File: config.mk
export PLATFORM = sky130hd
export DESIGN_NAME = seq_alu
export DESIGN_NICKNAME = d
export VERILOG_FILES = /design/src/rtl/seq_alu.sv
export SDC_FILE = /design/constraint.sdc
export NUM_CORES = 1
export LEC_CHECK = 0
export ABC_AREA = 0
export BUFFER_PORTS_ARGS = -buffer_cell sky130_fd_sc_hd__buf_4
export CAP_MARGIN = 20
export CORE_ASPECT_RATIO = 2
export CORE_MARGIN = 3
export CORE_UTILIZATION = 35
export CTS_CLUSTER_SIZE = 16
export DETAILED_ROUTE_END_ITERATION = 12
export PLACE_DENSITY_LB_ADDON = 0.12
export SLEW_MARGIN = 10
export SYNTH_ARGS = -nofsm -noshare
export SYNTH_HDL_FRONTEND = slang
export SYNTH_SLANG_ARGS = --single-unit
export TNS_END_PERCENT = 30
File: constraint.sdc
create_clock -name clk -period 6.4 [get_ports clk]
set_clock_uncertainty 0.05 [all_clocks]
set_input_delay 1.6 -clock clk [delete_from_list [all_inputs] [get_ports clk]]
set_output_delay 1.6 -clock clk [all_outputs]
set_load 0.1 [all_outputs]
File: src/rtl/seq_alu.sv
// seq_alu: registered, parametrised 8-op ALU with accumulate chaining and a
// multi-cycle shift-add multiplier.
//
// Ports
//   clk      rising-edge clock
//   rst      synchronous, active-high reset (priority over everything)
//   start    request, only sampled in IDLE
//   s        opcode, latched with start
//   a, b     operands, latched with start
//   acc_src  latched with start; 1 selects the acc register as operand A
//   busy     high while an op is in flight (EXEC or MUL)
//   done     one-cycle pulse, results valid
//   acc      result / low half of product
//   mulh     high half of product (written only by multiply)
//   flag     status byte {acc_ones, acc_zero, borrow, carry, a[0], a[msb], a_ones, a_zero}
module seq_alu #(
  parameter int WIDTH = 8
) (
  input  logic             clk,
  input  logic             rst,
  input  logic             start,
  input  logic [2:0]       s,
  input  logic [WIDTH-1:0] a,
  input  logic [WIDTH-1:0] b,
  input  logic             acc_src,
  output logic             busy,
  output logic             done,
  output logic [WIDTH-1:0] acc,
  output logic [WIDTH-1:0] mulh,
  output logic [7:0]       flag
);

  localparam int CW = $clog2(WIDTH);
  localparam logic [CW-1:0] LAST = CW'(WIDTH - 1);

  typedef enum logic [1:0] {IDLE, EXEC, MUL, DONE} state_t;

  // operation captured at the latch edge; inputs are don't-care afterwards
  typedef struct packed {
    logic [2:0]       op;
    logic [WIDTH-1:0] a;
    logic [WIDTH-1:0] b;
  } req_t;

  state_t             state, state_n;
  req_t               req, req_n;
  logic [CW-1:0]      cnt, cnt_n;
  logic [2*WIDTH-1:0] prod, prod_n;
  logic [WIDTH-1:0]   acc_n, mulh_n, res;
  logic [7:0]         flag_n;
  logic [WIDTH:0]     sum, diff, madd;

  function automatic logic [7:0] mkflag(logic [WIDTH-1:0] ea, logic [WIDTH-1:0] r,
                                        logic cy, logic bw);
    return {&r, ~|r, bw, cy, ea[0], ea[WIDTH-1], &ea, ~|ea};
  endfunction

  always_ff @(posedge clk) begin
    if (rst) begin
      state <= IDLE;
      req   <= '0;
      cnt   <= '0;
      prod  <= '0;
      acc   <= '0;
      mulh  <= '0;
      flag  <= '0;
    end else begin
      state <= state_n;
      req   <= req_n;
      cnt   <= cnt_n;
      prod  <= prod_n;
      acc   <= acc_n;
      mulh  <= mulh_n;
      flag  <= flag_n;
    end
  end

  always_comb begin
    state_n = state;
    req_n   = req;
    cnt_n   = cnt;
    prod_n  = prod;
    acc_n   = acc;
    mulh_n  = mulh;
    flag_n  = flag;
    res     = '0;
    sum     = {1'b0, req.a} + {1'b0, req.b};
    diff    = {1'b0, req.a} - {1'b0, req.b};
    // right-shift multiply: upper half accumulates, one product bit drops
    // into the lower half per step; after WIDTH steps prod = A*B
    madd    = {1'b0, prod[2*WIDTH-1:WIDTH]} + {1'b0, (req.b[cnt] ? req.a : '0)};

    case (state)
      IDLE: if (start) begin
        req_n.op = s;
        req_n.a  = acc_src ? acc : a;
        req_n.b  = b;
        if (s == 3'b111) begin
          state_n = MUL;
          cnt_n   = '0;
          prod_n  = '0;
        end else begin
          state_n = EXEC;
        end
      end
      EXEC: begin
        case (req.op)
          3'b000:  res = req.a & req.b;
          3'b001:  res = req.a | req.b;
          3'b010:  res = ~req.a;
          3'b011:  res = {req.a[WIDTH-2:0], 1'b0};
          3'b100:  res = {1'b0, req.a[WIDTH-1:1]};
          3'b101:  res = sum[WIDTH-1:0];
          3'b110:  res = diff[WIDTH-1:0];
          default: res = '0;
        endcase
        acc_n   = res;
        flag_n  = mkflag(req.a, res, (req.op == 3'b101) & sum[WIDTH],
                         (req.op == 3'b110) & diff[WIDTH]);
        state_n = DONE;
      end
      MUL: begin
        prod_n = {madd, prod[WIDTH-1:1]};
        cnt_n  = cnt + 1'b1;
        // partials stay internal; outputs change only on the final step
        if (cnt == LAST) begin
          {mulh_n, acc_n} = prod_n;
          flag_n  = mkflag(req.a, prod_n[WIDTH-1:0], 1'b0, 1'b0);
          cnt_n   = '0;
          state_n = DONE;
        end
      end
      DONE: state_n = IDLE;
      default: state_n = IDLE;
    endcase
  end

  // decoded from the state register only, so no input-to-output path
  assign busy = (state == EXEC) || (state == MUL);
  assign done = (state == DONE);

endmodule

==> run summary <==
count of standard-cell rows - 57
largest incremental delay on the critical path - 0.54 ns
RD Place Congestion - 0.906
Gates resized, CTS repair - 0
cells along the critical path - mux4_2 > mux2i_1 > nor2_1 > ha_1 > a21o_1 > a21oi_1 > o21bai_1 > a2111oi_0 > nor3_1 > nor4b_1 > a211o_1
synthesized netlist net count - 616
classification of the worst-slack hold path - reg -> reg
cell accounting for the most synthesized area - dfxtp_1
Slowest cell on crit path - mux4_2
Setup violations, final - 0
clock root cell - clkbuf_16
total inserted antenna cells - 0
switch share - 48.3%
Min Clock Period, post-route - 3.60 ns
number of iterations in the first detailed-routing pass - 5
cell internal pwr - 0.00113 W
leakage - 2.00 nW
horizontal extent of the die - 85.4 um
# hold bufs at CTS - 0
Reg-to-Reg Start - cnt[0]
number of buffers inserted to repair setup after CTS - 0
fin. max-slew vios - 0
most used standard cells in the synthesized netlist - nand2_1, a21oi_1, dfxtp_1
Die Area - 14100 um2
placeable core region - 12300 um2
warnings from Yosys - 0
Max IR drop VDD - 0.000235 V
remaining number of nets flagged by the antenna check after routing - 0
hpwl dp - 11300 um
sequential fraction of the synthesis area - 28.6%
leading register cell type out of synthesis - dfxtp_1
top cells by area, synth - dfxtp_1, ha_1, a21oi_1, nand2_1, nor2_1
maximum root-to-sink buffer count - 2
HP Start - mulh[0]
H-tree levels - 3
DR vias - 4116
number of top-level pins - 49
final routed DRC violation total - 0
CTS buffer count - 9
fin nets - 646
wire length of the first global-routing pass - 22400 um
most instantiated library cell after synthesis - nand2_1
routed wire length - 14400 um
number of global-route vias before repair - 4207
total number of clock tree sinks - 63
Setup Total Neg Slack - 0 ns
cell area after layout - 5110 um2
worst endpoint required time - 6.62 ns
largest net degree at the start of global routing - 70
type of destination of the critical path - flop
clock share of power - 24.6%
layout-stage area growth over the synthesis result - 15.6%
Die H - 165 um
power density over cell area - 429 nW/um2
setup repair after global routing missed its margin - no
final period utilization - 56.3%
fraction of final layout cells sized beyond drive strength 1 - 15.5%
DR vias/cell - 5.60
maximum capacitance violations - 0
maximum achievable frequency - 278 MHz
CP arrival - 3.83 ns
synthesized instance count - 553
Routed wire per std cell - 19.5 um
initial antenna violation count - 0
clock insertion delay at the later pin of the skew report - 0.33 ns
TritonCTS clock tree - built
unique cell type count in the Yosys netlist - 71
count of input and output buffers - 48
startpoint of the worst setup timing path - cnt[0]
Max transition margin - 35.1%
fraction of synthesized cell area taken by the top area cell type - 28.6%
Post-DP Area - 4770 um2
crit start category - flop
critical path peak fanout - 8
Fin. Hold Viols - 0
Post-synth ARST share - 0%
power dissipated by switching net loads - 0.00106 W
Logic pwr share - 50.1%
clock slew at the register clock pins of the worst setup and hold paths - 0.06 ns
Global Route Usage Sum - 20.8%
flop and latch count out of synthesis - 63
part of the total power dissipated in sequential elements - 25.3%
status - complete, no violations
kind of critical path - reg -> reg
Post-synth EDFFs - 0
worst-margin pin slew - 0.973 ns
synthesized area divided by synthesized cell count - 7.98 um2
1st-iter DRT viols - 154
initial core utilization - 36.0%
GR Overflow Total - 0
mapped cell area - 4420 um2
[power by group through the flow]
stage / sequential [W] / clock, W / combinational, W
3_3_place_gp: 0.000562 / 0 / 0.00109
5_1_grt: 0.000566 / 0.000571 / 0.00119
3_5_place_dp: 0.000563 / 0 / 0.00110
2_1_floorplan: 0.000682 / 0 / 0.000720
6_report: 0.000555 / 0.000539 / 0.00110
4_1_cts: 0.000555 / 0.000553 / 0.00110
[logic make-up after synthesis]
| logic type | synth area share (%) |
|---|---|
| buf+inv | 7.68 |
| simple gates | 22.3 |
| xor+xnor | 1.98 |
| flops | 28.6 |
| mux | 6.18 |
| compound gates | 21.4 |
| fa+ha+maj | 11.8 |
[routing by layer]
layer  track usage, %  up-vias  wire [um]
li1                 -     2025          -
met1             21.1     1951       5350
met2             38.6       97       7770
met3             3.25       43        435
met4             12.8        0        790
met5                0        -          0
[critical path: cells and delay by family (launching register included)]
kind	cells	cell delay, ns
multiplexers	2	1.04
AO/OA/AOI/OAI	5	1.00
AND/OR/NAND/NOR	3	0.68
flip-flops	1	0.44
adder cells (fa/ha/maj)	1	0.32
[through the flow]
stage          hold slack, ns  worst slack, ns  util [%]  cells  total power [W]
2_1_floorplan           0.384             3.20         -    553          0.00140
3_3_place_gp            0.398             2.94      38.9    719          0.00166
3_5_place_dp            0.398             2.75      38.9    719          0.00166
4_1_cts                 0.406             2.76      41.6    735          0.00221
5_1_grt                 0.430             2.26      41.6    735          0.00233
6_report                0.407             2.80      41.6    735          0.00219
[layout make-up]
class,count,area [um2]
flip-flops and latches,63,1260
inverters,35,131
repair buffers,51,383
clock inverters,6,92.6
clock buffers,10,239
multi-input cells,423,2820
fillers,1331,7160
well taps,147,184
[sequential cells by signal, summed over array words and instances, names as in the netlist]
name / cells
req: 19
mulh: 8
cnt: 3
acc: 8
flag: 8
state: 2
prod: 15
[layout by cell type, fill, tap and decap left out, types with 2 or more instances in the layout]
master	count
a211o_1	4
or2_2	3
a31oi_1	4
clkbuf_16	9
a2111oi_0	3
nand2b_1	7
mux2i_1	10
dfxtp_1	63
fa_1	3
and2_1	3
nor3b_1	4
nand2_1	77
buf_4	51
ha_1	37
nand4_1	6
o221ai_1	4
clkinvlp_4	2
o21ai_0	15
o211ai_1	5
xnor2_1	9
a21oi_1	67
o21bai_1	4
a211oi_1	10
nand3_1	21
mux2_2	3
mux4_2	5
bufinv_16	2
nor2_1	47
nor3_1	12
o31ai_1	6
nor4_1	9
a21o_1	3
inv_1	33
nor2b_1	6
nand3b_1	5
[final timing paths]
check / end / slack, ns / cells after the start
setup reg to reg: mulh[6] / 2.80 / 11
hold reg to reg: mulh[0] / 0.41 / 2
setup / recovery: mulh[6] / 2.80 / 11
hold / removal: mulh[0] / 0.41 / 2
No activity file was read; power rests on OpenSTA's default activity.
